===== config.mk =====
export PLATFORM = sky130hd
export DESIGN_NAME = matrix_elem_loader
export DESIGN_NICKNAME = d
export VERILOG_FILES = /design/src/rtl/matrix_pkg.sv /design/src/rtl/matrix_elem_loader.sv
export SDC_FILE = /design/constraint.sdc
export NUM_CORES = 1
export LEC_CHECK = 0
export ABC_AREA = 1
export CELL_PAD_IN_SITES_DETAIL_PLACEMENT = 0
export CELL_PAD_IN_SITES_GLOBAL_PLACEMENT = 2
export CORE_UTILIZATION = 26
export DETAILED_ROUTE_END_ITERATION = 8
export GPL_TIMING_DRIVEN = 0
export PLACE_DENSITY = 0.83
export RECOVER_POWER = 25
export SYNTH_ARGS = -nofsm -noshare
export SYNTH_HDL_FRONTEND = slang
export SYNTH_SLANG_ARGS = --single-unit

===== constraint.sdc =====
create_clock -name clk -period 2.18 [get_ports clk]
set_input_delay 0.436 -clock clk [delete_from_list [all_inputs] [get_ports clk]]
set_output_delay 0.436 -clock clk [all_outputs]
set_load 0.005 [all_outputs]

===== src/rtl/matrix_pkg.sv =====
// rtl/matrix_pkg.sv - shared types and constants for the matrix loader and ALU stage
package matrix_pkg;

  localparam int ELE_IDX_W        = 5;
  localparam int NUM_ELEM_DEFAULT = 18;
  localparam int A_BASE           = 0;
  localparam int B_BASE           = 9;

  localparam logic [5:0] SEL_NOP = 6'd0;

  typedef enum logic [2:0] {
    ST_IDLE   = 3'd0,
    ST_ACCEPT = 3'd1,
    ST_HOLD   = 3'd2,
    ST_OPWAIT = 3'd3,
    ST_DONE   = 3'd4
  } loader_state_e;

endpackage


===== src/rtl/matrix_elem_loader.sv =====
// rtl/matrix_elem_loader.sv - streams 18 words into the ALU element slots, then presents the op
// Optional running checksum of accepted words: LOADER_CHECKSUM_EN
module matrix_elem_loader
  import matrix_pkg::*;
#(
  parameter int NUM_ELEM = NUM_ELEM_DEFAULT,
  parameter int HOLD     = 2
) (
  input  logic        clk,
  input  logic        reset,
  input  logic        start,
  input  logic        in_valid,
  input  logic [31:0] in_data,
  output logic        in_ready,
  input  logic        op_valid,
  input  logic [5:0]  op_code,
  output logic [4:0]  eleSel,
  output logic [31:0] eleIn,
  output logic [5:0]  sel,
  output logic        busy,
  output logic        done,
  output logic [4:0]  count
`ifdef LOADER_CHECKSUM_EN
  ,
  output logic [31:0] checksum
`endif
);

  localparam logic [2:0] S_IDLE   = ST_IDLE;
  localparam logic [2:0] S_ACCEPT = ST_ACCEPT;
  localparam logic [2:0] S_HOLD   = ST_HOLD;
  localparam logic [2:0] S_OPWAIT = ST_OPWAIT;
  localparam logic [2:0] S_DONE   = ST_DONE;

  localparam logic [3:0]           HOLD_LOAD = 4'(HOLD - 1);
  localparam logic [ELE_IDX_W-1:0] LAST_CNT  = ELE_IDX_W'(NUM_ELEM);

  logic [2:0]           state_q, state_d;
  logic [ELE_IDX_W-1:0] idx_q, idx_d;
  logic [ELE_IDX_W-1:0] count_q, count_d;
  logic [ELE_IDX_W-1:0] ele_sel_q, ele_sel_d;
  logic [31:0]          ele_in_q, ele_in_d;
  logic [5:0]           sel_q, sel_d;
  logic [3:0]           hold_q, hold_d;
  logic                 done_q, done_d;
  logic                 in_ready_q, in_ready_d;
  logic                 busy_q, busy_d;
  logic                 start_fire;
  logic                 accept;

  assign start_fire = start && (state_q == S_IDLE || state_q == S_DONE);
  assign accept     = in_valid && (state_q == S_ACCEPT);

  always_comb begin
    state_d   = state_q;
    idx_d     = idx_q;
    count_d   = count_q;
    ele_sel_d = ele_sel_q;
    ele_in_d  = ele_in_q;
    sel_d     = sel_q;
    hold_d    = hold_q;
    done_d    = 1'b0;
    case (state_q)
      S_IDLE, S_DONE: begin
        if (start_fire) begin
          state_d = S_ACCEPT;
          idx_d   = '0;
          count_d = '0;
          sel_d   = SEL_NOP;
        end
      end
      S_ACCEPT: begin
        if (accept) begin
          ele_in_d  = in_data;
          ele_sel_d = idx_q;
          hold_d    = HOLD_LOAD;
          state_d   = S_HOLD;
        end
      end
      S_HOLD: begin
        if (hold_q == 4'd0) begin
          count_d = count_q + 5'd1;
          // Index saturates on the last slot so it never points past the frame.
          if (count_d == LAST_CNT) begin
            state_d = S_OPWAIT;
          end else begin
            idx_d   = idx_q + 5'd1;
            state_d = S_ACCEPT;
          end
        end else begin
          hold_d = hold_q - 4'd1;
        end
      end
      S_OPWAIT: begin
        if (op_valid) begin
          sel_d     = op_code;
          ele_sel_d = '0;
          done_d    = 1'b1;
          state_d   = S_DONE;
        end
      end
      default: begin
        state_d = S_IDLE;
        sel_d   = SEL_NOP;
      end
    endcase
    in_ready_d = (state_d == S_ACCEPT);
    busy_d     = (state_d == S_ACCEPT) || (state_d == S_HOLD) || (state_d == S_OPWAIT);
  end

  always_ff @(posedge clk or posedge reset) begin
    if (reset) begin
      state_q    <= S_IDLE;
      idx_q      <= '0;
      count_q    <= '0;
      ele_sel_q  <= '0;
      ele_in_q   <= '0;
      sel_q      <= SEL_NOP;
      hold_q     <= '0;
      done_q     <= 1'b0;
      in_ready_q <= 1'b0;
      busy_q     <= 1'b0;
    end else begin
      state_q    <= state_d;
      idx_q      <= idx_d;
      count_q    <= count_d;
      ele_sel_q  <= ele_sel_d;
      ele_in_q   <= ele_in_d;
      sel_q      <= sel_d;
      hold_q     <= hold_d;
      done_q     <= done_d;
      in_ready_q <= in_ready_d;
      busy_q     <= busy_d;
    end
  end

  assign in_ready = in_ready_q;
  assign busy     = busy_q;
  assign done     = done_q;
  assign count    = count_q;
  assign eleSel   = ele_sel_q;
  assign eleIn    = ele_in_q;
  assign sel      = sel_q;

`ifdef LOADER_CHECKSUM_EN
  logic [31:0] checksum_q, checksum_d;

  always_comb begin
    checksum_d = checksum_q;
    if (start_fire) begin
      checksum_d = '0;
    end else if (accept) begin
      checksum_d = checksum_q + in_data;
    end
  end

  always_ff @(posedge clk or posedge reset) begin
    if (reset) begin
      checksum_q <= '0;
    end else begin
      checksum_q <= checksum_d;
    end
  end

  assign checksum = checksum_q;
`endif

endmodule


# Yosys cells after proc, flatten, opt, wreduce, memory -nomap -nowiden
# Cells that the tools add are included.
# classes
add_sub_neg	3
n_eq_ne	14
muxes	23
bitwise_logic	1
reduce_logical	18
# ops
operator	n
$mux 5	6
$pmux 5 s2	3
$pmux 6 s3	1
$eq 3x2->1 const B	4
$mux 3	4
$mux 6	2
$ne 2x2->1 const B	6
$pmux 3 s4	1
$reduce_and 3->1	4
$add 5x1->5 const B	2
$mux 4	2
$pmux 4 s2	1
$eq 3x1->1 const B	2
$reduce_bool 2->1	3
$eq 5x5->1 const B	1
$logic_not 4->1	1
$reduce_and 4->1	1
$reduce_or 2->1	2
$sub 4x1->4 const B	1
$eq 3x3->1 const B	1
$logic_not 3->1	1
$logic_or 1x1->1	3
$logic_and 1x1->1	2
$mux 1	2
other kinds (3)	3
# totals
regBits	63
input_bits	43
out_inout_bits	51
word_cells	69

# Longest topological paths before layout
# logic_depth
ltp_word	8
ltp_mapped	9
depth_no_buf	9

# Least setup slack after synthesis
# No wires, ideal clock.
# synth_timing
path_kind	register to register
startpoint	register count_q[0], in the netlist count[0]
endpoint	register in_ready_q, in the netlist in_ready
setup_time_ps	116
arrival_time_ps	1206
t_required_ps	2064
setup_slack_ps	857
stages_incl_launch_ff	8
n_path_buf	0
period_less_slack_ps	1323
path_cell_list	dfrtp_1 > ha_1 > nand2_1 > nand3_1 > nor2_1 > nand2_4 > nand3_1 > nor2_2
# synth_via
elab_chain_cells	6
# synth_lines
element	line_no	rtl
from (decl)	matrix_elem_loader.sv:40	logic [ELE_IDX_W-1:0] count_q, count_d;
from (signal assigned)	matrix_elem_loader.sv:126	count_q <= count_d;
$add 5x1->5	matrix_elem_loader.sv:82	count_d = count_q + 5'd1;
$eq 5x5->1	matrix_elem_loader.sv:84	if (count_d == LAST_CNT) begin
$mux 2	matrix_elem_loader.sv:84	
$mux 3	matrix_elem_loader.sv:81	if (hold_q == 4'd0) begin
$pmux 3 s4	matrix_elem_loader.sv:63	case (state_q)
named net state_d[1]	matrix_elem_loader.sv:38	logic [2:0] state_q, state_d;
$eq 3x1->1	matrix_elem_loader.sv:107	in_ready_d = (state_d == S_ACCEPT);
named net in_ready_d	matrix_elem_loader.sv:46	logic in_ready_q, in_ready_d;
to (signal assigned)	matrix_elem_loader.sv:132	in_ready_q <= in_ready_d;
to (decl)	matrix_elem_loader.sv:46	
# The timed path passes the listed nets, and every way through them passes these cells.
# A chain may end at the register's enable or synchronous reset.

# Worst setup path after layout
# layout_timing
startpoint	register count_q[0], in the netlist count[0]
endpoint	output count[0]
# layout_rtl
element	line_no	rtl
to (decl)	matrix_elem_loader.sv:22	output logic [4:0] count
# No word-level cell between the ends.

==> flow_results.xml <==
<?xml version="1.0" encoding="UTF-8"?>
<metrics>
  <group name="setup_path">
    <metric name="crit_path_start" unit="">count[0]</metric>
    <metric name="worstSetupPathType" unit="">reg2out</metric>
    <metric name="cp-start-kind" unit="">flip-flop</metric>
    <metric name="max_stage_delay" unit="ns">0.55</metric>
    <metric name="critical_path.endpoint_type" unit="">output port</metric>
    <metric name="max_fo_critical_path" unit="">7</metric>
    <metric name="arrival" unit="ns">1.33</metric>
    <metric name="critical-path-slowest-cell" unit="">clkdlybuf4s50_1</metric>
    <metric name="cp.buffers_inverters" unit="">1</metric>
    <metric name="crit_family" unit="">buffers and inverters</metric>
    <metric name="reg2reg_from" unit="">hold_q[0]</metric>
    <metric name="crit_required" unit="ns">1.74</metric>
    <metric name="cp_cell_sequence" unit="">clkdlybuf4s50_1</metric>
  </group>
  <group name="cts">
    <metric name="worst_skew_pair.late_latency" unit="ns">0.33</metric>
    <metric name="cts.hold.buffers_added" unit="">0</metric>
    <metric name="cts_root_buf" unit="">clkbuf_8</metric>
    <metric name="cts_inserted_buffers" unit="">9</metric>
    <metric name="path_clk_slew" unit="ns">0.07</metric>
    <metric name="tritoncts_clock_tree" unit="">done</metric>
    <metric name="clock_tree.htree_level_count" unit="">3</metric>
    <metric name="cts_setup_buffers" unit="">0</metric>
    <metric name="cts_num_sinks" unit="">63</metric>
    <metric name="post_cts_resize_count" unit="">0</metric>
    <metric name="max-clock-path-buffers" unit="">2</metric>
  </group>
  <group name="global_routing">
    <metric name="grt_first_pass_wirelength" unit="µm">11900</metric>
    <metric name="grt.overflow.total" unit="">0</metric>
    <metric name="first_global_vias" unit="">2448</metric>
    <metric name="global_route.usage.total" unit="">0.133</metric>
    <metric name="pin_count_of_the_biggest_net_entering_global_routing" unit="">64</metric>
    <metric name="grt_antenna_before_repair" unit="">0</metric>
  </group>
  <group name="routing">
    <metric name="vias_per_cell" unit="">4.27</metric>
    <metric name="drcViolationCount" unit="">0</metric>
    <metric name="dr_total_vias" unit="">2449</metric>
    <metric name="drt.antenna.violating_nets" unit="">0</metric>
    <metric name="detailedRoute.firstIterationViolations" unit="">176</metric>
    <metric name="finalWirelength" unit="µm">7130</metric>
    <metric name="drt_pre_antenna_iters" unit="">4</metric>
    <metric name="wl_per_cell" unit="µm">12.4</metric>
  </group>
  <group name="final_layout">
    <metric name="leading_cell_type_in_the_layout_fill_and_taps_excluded" unit="">nand2_1</metric>
    <metric name="antenna_cells" unit="">0</metric>
    <metric name="fill_cells" unit="">1139</metric>
    <metric name="final_util" unit="">0.388</metric>
    <metric name="num-nets-final" unit="">476</metric>
    <metric name="most-common-layout-cells" unit="">140 x nand2_1, 92 x clkdlybuf4s50_1, 63 x dfrtp_1</metric>
    <metric name="layout-area-overhead-vs-synth" unit="%">45.5</metric>
    <metric name="drive_gt1_frac" unit="">0.118</metric>
    <metric name="multi_input_area" unit="µm²">1120</metric>
    <metric name="seq_area" unit="µm²">1580</metric>
  </group>
  <group name="timing">
    <metric name="timing_max_transition_violations_final" unit="">0</metric>
    <metric name="rsz0062_at_grt" unit="">no</metric>
    <metric name="final_hold_viol_count" unit="">0</metric>
    <metric name="max_slew.worst_pin.slew" unit="ns">1.32</metric>
    <metric name="relSlewSlack" unit="">0.116</metric>
    <metric name="clock_skew" unit="ns">0.00906</metric>
    <metric name="achievable-frequency" unit="GHz">0.565</metric>
    <metric name="setup_tns" unit="ns">0</metric>
    <metric name="final_period_utilization" unit="">0.811</metric>
    <metric name="setup_violations" unit="">0</metric>
    <metric name="fin_crit" unit="ns">1.77</metric>
  </group>
  <group name="pwr">
    <metric name="total_power" unit="mW">5.04</metric>
    <metric name="p_leak" unit="nW">2.06</metric>
    <metric name="irDropWorstVdd" unit="V">0.000478</metric>
    <metric name="pwr_density_cell" unit="nW/µm²">1200</metric>
  </group>
  <group name="worst_hold_path">
    <metric name="holdCritStartpoint" unit="">eleIn[19]</metric>
    <metric name="holdCritPathClass" unit="">reg2reg</metric>
  </group>
  <group name="run_status">
    <metric name="status" unit="">finished clean</metric>
  </group>
  <group name="synthesis">
    <metric name="number_of_different_library_cells_in_the_post_synthesis_netlist" unit="">27</metric>
    <metric name="post_synth_inst_count" unit="">324</metric>
    <metric name="synthesis.nets" unit="">372</metric>
    <metric name="yosys_register_bits" unit="">63</metric>
    <metric name="synth-seq-area-share" unit="">0.545</metric>
    <metric name="ys_warn_count" unit="">0</metric>
    <metric name="syn-mean-instance-area" unit="µm²">8.93</metric>
    <metric name="synth_area" unit="µm²">2890</metric>
  </group>
  <group name="floorplan">
    <metric name="starting_density_of_the_core" unit="">0.267</metric>
    <metric name="rows" unit="">38</metric>
    <metric name="die_outline_area" unit="µm²">11600</metric>
    <metric name="die_width" unit="µm">107</metric>
    <metric name="placeableCoreArea" unit="µm²">10800</metric>
    <metric name="top_level_ports" unit="">94</metric>
    <metric name="die_h" unit="µm">107</metric>
  </group>
  <group name="placed_design">
    <metric name="place.gp.congestion" unit="">0.720</metric>
    <metric name="io_buffers" unit="">93</metric>
    <metric name="place.detailed.hpwl" unit="µm">4940</metric>
  </group>
  <group name="job">
    <metric name="max-cap-violations" unit="">0</metric>
  </group>
</metrics>
==> power breakdown <==
part	leakage, nW	internal [mW]	switching (mW)
Combinational	1.13	1.11	1.03
Clock	0.109	0.619	0.453
Sequential	0.818	1.59	0.245
==> cell usage after synthesis <==
master	count	area (µm²)
nor2_1	11	41.3
nor2_4	6	67.6
inv_8	1	11.3
o21bai_1	1	7.51
nand4_1	3	18.8
o21ai_2	2	17.5
dfrtp_1	63	1580
inv_2	4	15.0
nand2_4	4	45.0
buf_4	1	7.51
buf_6	7	78.8
o21ai_0	13	65.1
xor2_1	1	8.76
ha_1	5	62.6
nor2_8	1	20.0
inv_1	21	78.8
xnor2_1	1	8.76
and3_1	1	6.26
a21oi_1	1	5.00
nand3_1	26	130
nand2_1	140	526
nor2_2	2	12.5
nand3_4	2	35.0
nand2_2	4	25.0
a21oi_2	1	8.76
o31ai_1	1	7.51
o22ai_1	1	6.26
==> flip-flops by register name, summed over array words and instances (netlist names) <==
| signal | cells |
|---|---|
| state_q | 3 |
| eleIn | 32 |
| in_ready | 1 |
| eleSel | 5 |
| busy | 1 |
| idx_q | 5 |
| count | 5 |
| hold_q | 4 |
| done | 1 |
| sel | 6 |
==> cell type report <==
class | count | share of cell area
flip-flops and latches | 63 | 0.375
multi-input cells | 227 | 0.267
repair buffers | 93 | 0.221
well taps | 140 | 0.0416
clock buffers | 13 | 0.0401
inverters | 26 | 0.0250
plain buffers | 8 | 0.0205
clock inverters | 3 | 0.00952
==> kinds of logic (layout without fill, tap and decap cells) <==
group | Yosys count | after routing | synth area share
buffers and inverters | 34 | 143 | 0.0662
adders and majority gates | 5 | 5 | 0.0216
and+or+nand+nor | 200 | 200 | 0.320
DFF | 63 | 63 | 0.545
xor gates and xnor gates | 2 | 2 | 0.00606
AOI/OAI and AO/OA | 20 | 20 | 0.0407
==> tightest hold or removal path, cell delays in order, from the launching register on <==
cell     delay, ns
dfrtp_1       0.34
nand2_1       0.05
nand2_1       0.05
==> layer usage <==
metal | GRT usage | share of wire | vias up
met5 | 0 | 0 | -
met4 | 0.0440 | 0.011 | 0
met3 | 0.0430 | 0.075 | 6
met2 | 0.199 | 0.42 | 82
met1 | 0.181 | 0.49 | 1141
li1 | - | - | 1220
==> through the flow <==
step	hold slack (ns)	instance area (µm²)	worst slack [ns]	std cells
floorplan	0.465	2890	0.174	324
global placement	0.453	4000	-1.13	557
detailed placement	0.459	4000	0.431	557
CTS	0.476	4210	0.392	573
global route	0.494	4210	0.172	573
finish	0.471	4210	0.411	573
==> path summary, 6_finish.rpt <==
kind | endpoint | slack (ns) | cells after the start
hold / removal | eleIn[19] | 0.47 | 2
hold reg to reg | eleIn[19] | 0.47 | 2
setup reg to reg | in_ready | 0.70 | 9
max in group asynchronous | eleSel[3] | 0.45 | 2
setup / recovery | count[0] | 0.41 | 1
min in group asynchronous | eleIn[31] | 0.92 | 2
Note: power is estimated with default switching activity, not from simulation.
